==> config.mk <==
export PLATFORM = sky130hd
export DESIGN_NAME = data_store_tx_arbiter_flat
export DESIGN_NICKNAME = d
export VERILOG_FILES = /design/src/rtl/data_store_tx_arbiter_if.sv /design/src/rtl/data_store_tx_arbiter.sv /design/src/flat_wrapper.sv
export SDC_FILE = /design/constraint.sdc
export NUM_CORES = 1
export LEC_CHECK = 0
export BUFFER_PORTS_ARGS = -buffer_cell sky130_fd_sc_hd__buf_2
export CORE_MARGIN = 2
export CORE_UTILIZATION = 44
export DETAILED_ROUTE_END_ITERATION = 7
export HOLD_SLACK_MARGIN = 0.02
export PLACE_DENSITY_LB_ADDON = 0.2
export SYNTH_ARGS = -nofsm -noshare
export SYNTH_HDL_FRONTEND = slang
export SYNTH_SLANG_ARGS = --single-unit
==> constraint.sdc <==
create_clock -name clk -period 1.9 [get_ports clk]
set_clock_uncertainty 0.05 [all_clocks]
set_input_delay 0 -clock clk [delete_from_list [all_inputs] [get_ports clk]]
set_output_delay 0 -clock clk [all_outputs]
set_load 0.1 [all_outputs]
==> src/rtl/data_store_tx_arbiter_if.sv <==
// Bundle of signals between two data_store_tx instances, the arbiter and the transmit path.
// The arbiter connects through the master modport; the stores/transmit side use slave.
interface data_store_tx_arbiter_if #(
    parameter int unsigned N = 2
) ();
    logic         a_axiiv;
    logic         b_axiiv;
    logic         a_axiov;
    logic [N-1:0] a_axiod;
    logic         b_axiov;
    logic [N-1:0] b_axiod;
    logic [15:0]  a_length;
    logic [15:0]  a_cksum;
    logic [15:0]  b_length;
    logic [15:0]  b_cksum;
    logic         a_read_request;
    logic         b_read_request;
    logic         axiov;
    logic [N-1:0] axiod;
    logic         sel;
    logic         busy;
    logic [15:0]  frame_length;
    logic [15:0]  frame_cksum;
    logic         frame_done;
    logic         timeout_err;

    modport master (
        input  a_axiiv, b_axiiv, a_axiov, a_axiod, b_axiov, b_axiod,
        input  a_length, a_cksum, b_length, b_cksum,
        output a_read_request, b_read_request, axiov, axiod, sel, busy,
        output frame_length, frame_cksum, frame_done, timeout_err
    );

    modport slave (
        output a_axiiv, b_axiiv, a_axiov, a_axiod, b_axiov, b_axiod,
        output a_length, a_cksum, b_length, b_cksum,
        input  a_read_request, b_read_request, axiov, axiod, sel, busy,
        input  frame_length, frame_cksum, frame_done, timeout_err
    );
endinterface

==> src/rtl/data_store_tx_arbiter.sv <==
// Round-robin arbiter sharing one transmit stream between two data stores, with an
// inter-frame gap and an abort for a store that never answers its read request.
module data_store_tx_arbiter #(
    parameter int unsigned N       = 2,
    parameter int unsigned GAP     = 48,
    parameter int unsigned TIMEOUT = 16
) (
    input logic                    clk,
    input logic                    rst,
    data_store_tx_arbiter_if.master bus
);
    typedef enum logic [1:0] {StIdle, StReq, StStream, StGap} state_e;

    state_e       state_q, state_d;
    logic         sel_q, sel_d;
    logic         last_sel_q, last_sel_d;
    logic [15:0]  cnt_q, cnt_d;
    logic         a_prev_q, b_prev_q;
    logic         a_pend_q, a_pend_d;
    logic         b_pend_q, b_pend_d;
    logic         axiov_q, axiov_d;
    logic [N-1:0] axiod_q, axiod_d;
    logic [15:0]  frame_length_q, frame_length_d;
    logic [15:0]  frame_cksum_q, frame_cksum_d;
    logic         frame_done_q, frame_done_d;
    logic         timeout_err_q, timeout_err_d;

    logic         a_fall, b_fall;
    logic         a_clr, b_clr;
    logic         grant;
    logic         g_axiov;
    logic [N-1:0] g_axiod;
    logic [15:0]  g_length, g_cksum;

    assign a_fall   = a_prev_q & ~bus.a_axiiv;
    assign b_fall   = b_prev_q & ~bus.b_axiiv;
    assign g_axiov  = sel_q ? bus.b_axiov  : bus.a_axiov;
    assign g_axiod  = sel_q ? bus.b_axiod  : bus.a_axiod;
    assign g_length = sel_q ? bus.b_length : bus.a_length;
    assign g_cksum  = sel_q ? bus.b_cksum  : bus.a_cksum;

    always_comb begin
        state_d        = state_q;
        sel_d          = sel_q;
        last_sel_d     = last_sel_q;
        cnt_d          = cnt_q;
        axiov_d        = 1'b0;
        axiod_d        = '0;
        frame_length_d = frame_length_q;
        frame_cksum_d  = frame_cksum_q;
        frame_done_d   = 1'b0;
        timeout_err_d  = 1'b0;
        a_clr          = 1'b0;
        b_clr          = 1'b0;
        grant          = 1'b0;

        unique case (state_q)
            StIdle: begin
                if (a_pend_q && b_pend_q) begin
                    grant = ~last_sel_q;
                end else begin
                    grant = b_pend_q;
                end
                if (a_pend_q || b_pend_q) begin
                    sel_d      = grant;
                    last_sel_d = grant;
                    cnt_d      = '0;
                    a_clr      = ~grant;
                    b_clr      = grant;
                    state_d    = StReq;
                end
            end
            StReq: begin
                if (g_axiov) begin
                    axiov_d = 1'b1;
                    axiod_d = g_axiod;
                    state_d = StStream;
                end else if (cnt_q == 16'(TIMEOUT - 1)) begin
                    timeout_err_d = 1'b1;
                    cnt_d         = '0;
                    state_d       = StGap;
                end else begin
                    cnt_d = cnt_q + 16'd1;
                end
            end
            StStream: begin
                if (g_axiov) begin
                    axiov_d = 1'b1;
                    axiod_d = g_axiod;
                end else begin
                    // Length/checksum are final once the store stops streaming.
                    frame_length_d = g_length;
                    frame_cksum_d  = g_cksum;
                    frame_done_d   = 1'b1;
                    cnt_d          = '0;
                    state_d        = StGap;
                end
            end
            StGap: begin
                if (cnt_q == 16'(GAP - 1)) begin
                    cnt_d   = '0;
                    state_d = StIdle;
                end else begin
                    cnt_d = cnt_q + 16'd1;
                end
            end
            default: state_d = StIdle;
        endcase

        // A new load completing on the grant cycle must not be lost.
        a_pend_d = a_fall | (a_pend_q & ~a_clr);
        b_pend_d = b_fall | (b_pend_q & ~b_clr);
    end

    always_ff @(posedge clk) begin
        if (rst) begin
            state_q        <= StIdle;
            sel_q          <= 1'b0;
            last_sel_q     <= 1'b1;
            cnt_q          <= '0;
            a_prev_q       <= 1'b0;
            b_prev_q       <= 1'b0;
            a_pend_q       <= 1'b0;
            b_pend_q       <= 1'b0;
            axiov_q        <= 1'b0;
            axiod_q        <= '0;
            frame_length_q <= '0;
            frame_cksum_q  <= '0;
            frame_done_q   <= 1'b0;
            timeout_err_q  <= 1'b0;
        end else begin
            state_q        <= state_d;
            sel_q          <= sel_d;
            last_sel_q     <= last_sel_d;
            cnt_q          <= cnt_d;
            a_prev_q       <= bus.a_axiiv;
            b_prev_q       <= bus.b_axiiv;
            a_pend_q       <= a_pend_d;
            b_pend_q       <= b_pend_d;
            axiov_q        <= axiov_d;
            axiod_q        <= axiod_d;
            frame_length_q <= frame_length_d;
            frame_cksum_q  <= frame_cksum_d;
            frame_done_q   <= frame_done_d;
            timeout_err_q  <= timeout_err_d;
        end
    end

    logic active;
    assign active = (state_q == StReq) || (state_q == StStream);

    assign bus.a_read_request = active & ~sel_q;
    assign bus.b_read_request = active & sel_q;
    assign bus.axiov          = axiov_q;
    assign bus.axiod          = axiod_q;
    assign bus.sel            = sel_q;
    assign bus.busy           = (state_q != StIdle);
    assign bus.frame_length   = frame_length_q;
    assign bus.frame_cksum    = frame_cksum_q;
    assign bus.frame_done     = frame_done_q;
    assign bus.timeout_err    = timeout_err_q;
endmodule

==> src/flat_wrapper.sv <==
// flat-port wrapper written by rule: the top's interface ports become plain ports
module data_store_tx_arbiter_flat 
#(
    parameter int unsigned N       = 2,
    parameter int unsigned GAP     = 48,
    parameter int unsigned TIMEOUT = 16
)
  (clk, rst, bus_a_axiiv, bus_b_axiiv, bus_a_axiov, bus_a_axiod, bus_b_axiov, bus_b_axiod, bus_a_length, bus_a_cksum, bus_b_length, bus_b_cksum, bus_a_read_request, bus_b_read_request, bus_axiov, bus_axiod, bus_sel, bus_busy, bus_frame_length, bus_frame_cksum, bus_frame_done, bus_timeout_err);
  data_store_tx_arbiter_if #(.N(N)) bus_i ();
  input logic clk;
  input logic rst;
  input wire logic [$bits(bus_i.a_axiiv)-1:0] bus_a_axiiv;
  input wire logic [$bits(bus_i.b_axiiv)-1:0] bus_b_axiiv;
  input wire logic [$bits(bus_i.a_axiov)-1:0] bus_a_axiov;
  input wire logic [$bits(bus_i.a_axiod)-1:0] bus_a_axiod;
  input wire logic [$bits(bus_i.b_axiov)-1:0] bus_b_axiov;
  input wire logic [$bits(bus_i.b_axiod)-1:0] bus_b_axiod;
  input wire logic [$bits(bus_i.a_length)-1:0] bus_a_length;
  input wire logic [$bits(bus_i.a_cksum)-1:0] bus_a_cksum;
  input wire logic [$bits(bus_i.b_length)-1:0] bus_b_length;
  input wire logic [$bits(bus_i.b_cksum)-1:0] bus_b_cksum;
  output wire logic [$bits(bus_i.a_read_request)-1:0] bus_a_read_request;
  output wire logic [$bits(bus_i.b_read_request)-1:0] bus_b_read_request;
  output wire logic [$bits(bus_i.axiov)-1:0] bus_axiov;
  output wire logic [$bits(bus_i.axiod)-1:0] bus_axiod;
  output wire logic [$bits(bus_i.sel)-1:0] bus_sel;
  output wire logic [$bits(bus_i.busy)-1:0] bus_busy;
  output wire logic [$bits(bus_i.frame_length)-1:0] bus_frame_length;
  output wire logic [$bits(bus_i.frame_cksum)-1:0] bus_frame_cksum;
  output wire logic [$bits(bus_i.frame_done)-1:0] bus_frame_done;
  output wire logic [$bits(bus_i.timeout_err)-1:0] bus_timeout_err;
  assign bus_i.a_axiiv = bus_a_axiiv;
  assign bus_i.b_axiiv = bus_b_axiiv;
  assign bus_i.a_axiov = bus_a_axiov;
  assign bus_i.a_axiod = bus_a_axiod;
  assign bus_i.b_axiov = bus_b_axiov;
  assign bus_i.b_axiod = bus_b_axiod;
  assign bus_i.a_length = bus_a_length;
  assign bus_i.a_cksum = bus_a_cksum;
  assign bus_i.b_length = bus_b_length;
  assign bus_i.b_cksum = bus_b_cksum;
  assign bus_a_read_request = bus_i.a_read_request;
  assign bus_b_read_request = bus_i.b_read_request;
  assign bus_axiov = bus_i.axiov;
  assign bus_axiod = bus_i.axiod;
  assign bus_sel = bus_i.sel;
  assign bus_busy = bus_i.busy;
  assign bus_frame_length = bus_i.frame_length;
  assign bus_frame_cksum = bus_i.frame_cksum;
  assign bus_frame_done = bus_i.frame_done;
  assign bus_timeout_err = bus_i.timeout_err;
  data_store_tx_arbiter #(.N(N), .GAP(GAP), .TIMEOUT(TIMEOUT)) u_core (.clk(clk), .rst(rst), .bus(bus_i));
endmodule
==> impl_metrics.json <==
{
  "grt_pass1_vias": 3261,
  "ys_ff_latch": 61,
  "seq_area_sq_um": 1230,
  "fin_ws_ns": -0.00539,
  "clk_pin_slew_worst_paths_ns": 0.07,
  "violations": "negative setup slack",
  "post-synth-top-count-cell": "dfxtp_1",
  "power.total_mw": 4.60,
  "fmax_ghz": 0.525,
  "clk_latency_ns": 0.34,
  "synthTopCellsByArea": "dfxtp_1 42%, mux2i_1 12%, a211oi_1 8.3%, nor2_1 5.8%, nand2_1 2.2%",
  "via_count": 3203,
  "syn_nets": 396,
  "dr.first_iter.drc_count": 175,
  "final_nets": 603,
  "switching_share_pct": 42.9,
  "p_clk_share_pct": 24.3,
  "seq_area_frac_synth_pct": 42.0,
  "crit_path_max_fanout": 6,
  "synth_top_area_share_pct": 42.0,
  "io_pins": 115,
  "avgSynthCellArea_sq_um": 9.16,
  "drtPass1Iterations": 5,
  "multi_input_area_sq_um": 1670,
  "synth_cells": 317,
  "critPathArrivalTime_ns": 2.08,
  "finalCritPeriodShare_pct": 100,
  "hold_viol": 0,
  "portBuffers": 114,
  "drc": 0,
  "hp-class": "in -> reg",
  "grt_pass1_wl_mm": 15.7,
  "clk_path_buf_depth": 2,
  "power_density_nw_per_um2": 965,
  "leakagePower_nw": 2.02,
  "antenna_found_initial": 0,
  "area_delta_synth_final_pct": 63.9,
  "rsz0062_at_grt": "true",
  "diodes": 0,
  "wl_per_cell_um": 16.5,
  "synthFlopType": "dfxtp_1",
  "seqPwrFrac_pct": 31.9,
  "end_kind": "flop",
  "grt_usage_pct": 27.2,
  "overflow": 0,
  "power_frac_comb_pct": 43.7,
  "p_int_mw": 2.63,
  "synth_edf_count": 0,
  "maxCapViolCount": 0,
  "yosys_warnings": 0,
  "routed_via_density": 5.29,
  "design.core.area_sq_um": 6390,
  "die_w_um": 85.3,
  "syn_area_sq_um": 2910,
  "worstPathRequired_ns": 2.08,
  "drtAntennaViolNets": 0,
  "row_count": 29,
  "clkSinkCount": 61,
  "postRouteWirelength_mm": 9.96,
  "place_ws_ns": -0.0533,
  "whs_ns": 0.0624,
  "cts_tree": "yes",
  "start_kind": "flop",
  "dpl.hpwl_mm": 5.25,
  "grt_max_degree": 38,
  "yosysTopAreaCell": "dfxtp_1",
  "synth_cell_types": 46,
  "finalMaxSlewViolations": 0,
  "relSlewSlack_pct": 65.1,
  "status": "complete, but fails checks",
  "numCtsBuffers": 9,
  "gp_congestion": 0.806,
  "nFillCells": 393,
  "die_h_um": 85.3,
  "ir_drop_mv": 0.756,
  "async_reset_ff_share_pct": 0,
  "die-area_sq_um": 7270,
  "clock_tree.root_cell": "clkbuf_8",
  "layout-drive-gt1-share_pct": 36.7,
  "setup-violations-final": 1,
  "start_util_pct": 45.5,
  "critical_path_class": "reg -> reg",
  "p_sw_mw": 1.97,
  "cts_max_level": 3,
  "yosys-top-cells-count": "61 x dfxtp_1, 45 x nor2_1, 36 x mux2i_1, 32 x a211oi_1, 17 x nand2_1",
  "worst_slew_pin_slew_ns": 0.528,
  "period_minus_slack_ns": 1.91
}
[path summary, 6_finish.rpt]
check	start	to	slack (ns)	depth (start not counted)
min reg2reg	u_core.a_prev_q$_SDFF_PP0_	u_core.a_pend_q$_SDFF_PP0_	0.42	2
max reg2reg	u_core.state_q[1]$_SDFFE_PP0P_	u_core.cnt_q[14]$_SDFFE_PP0P_	-0.005	8
max	u_core.state_q[1]$_SDFFE_PP0P_	u_core.cnt_q[14]$_SDFFE_PP0P_	-0.005	8
min	rst	u_core.bus.sel$_SDFFE_PP0P_	0.06	2
[through the flow]
stage | TNS [ns] | utilization [%] | instance area [sq um] | cells
2_1_floorplan | 0 | - | 2920 | 317
4_1_cts | 0 | 73.2 | 4670 | 603
6_report | -0.00539 | 74.6 | 4760 | 605
3_3_place_gp | -0.0105 | 58.3 | 3720 | 517
3_5_place_dp | -0.208 | 58.3 | 3720 | 517
5_1_grt | -0.248 | 74.6 | 4760 | 605
[cell usage in the layout, fill, tap and decap left out, types with 3 or more instances in the layout]
master	instances
buf_2	114
and3_1	6
a22o_1	5
xor2_1	6
a211oi_1	32
clkbuf_8	11
inv_1	6
nor2_1	45
nand3_2	3
dfxtp_1	55
nor3_1	3
mux2i_1	36
o31ai_1	5
buf_4	29
nand4_1	5
nor2b_1	7
buf_6	3
nand3_1	6
nand2_1	17
a21oi_1	8
dlygate4sd3_1	70
dfxtp_2	4
[worst max-delay path, cell delays in order (launching register included)]
cell       delay [ns]
dfxtp_2          0.35
inv_2            0.06
ha_4             0.17
or2_4            0.26
a2111oi_4        0.33
buf_4            0.20
nand4_1          0.14
xor2_1           0.19
nor2_1           0.05
[registers in the layout, indices dropped and copies added (netlist names)]
| name | count |
|---|---|
| u_core.bus.frame_cksum | 16 |
| u_core.bus.frame_length | 16 |
| u_core.cnt_q | 16 |
| u_core.bus.axiod | 2 |
| u_core.state_q | 2 |
| u_core.a_pend_q | 1 |
| u_core.a_prev_q | 1 |
| u_core.b_pend_q | 1 |
| u_core.b_prev_q | 1 |
| u_core.bus.axiov | 1 |
| u_core.bus.frame_done | 1 |
| u_core.bus.sel | 1 |
| u_core.bus.timeout_err | 1 |
| u_core.last_sel_q | 1 |
[final cells by class]
type	count	area share, %
clock inverters	3	0.368
well taps	77	2.02
clock buffers	12	3.70
inverters	8	0.631
multi-input cells	227	35.0
repair buffers	217	32.4
flip-flops and latches	61	25.9
[timing repair]
item                       CTS  global route
pin swaps                    5             9
resized for setup           10            19
setup endpoints to repair   13            20
hold buffers                70             0
buffers inserted             1             2
hold endpoints to repair    38             0
[metal layers]
metal,part of all wire [%],up-vias,wire length [um],GRT usage (%)
met5,0,-,0,0
li1,-,1556,-,-
met4,3.1,0,308,12.4
met1,41,1481,4130,32.3
met2,49,137,4840,45.2
met3,6.8,29,677,8.17
[cells by family after synthesis]
group	Yosys count	synth area share, %
buffers and inverters	29	4.44
muxes	37	12.9
DFF	61	42.0
adders and majority gates	5	2.15
xor gates and xnor gates	7	2.11
and+or+nand+nor	112	19.4
AOI/OAI and AO/OA	66	16.9
[power by group through the flow]
stage | registers [mW] | logic, mW | clock network (mW)
global route | 1.48 | 2.11 | 1.19
global placement | 1.47 | 1.75 | 0
detailed placement | 1.48 | 1.76 | 0
finish | 1.47 | 2.01 | 1.12
CTS | 1.46 | 1.92 | 1.12
floorplan | 2.11 | 0.748 | 0
Power figures use the tool's default switching activity.
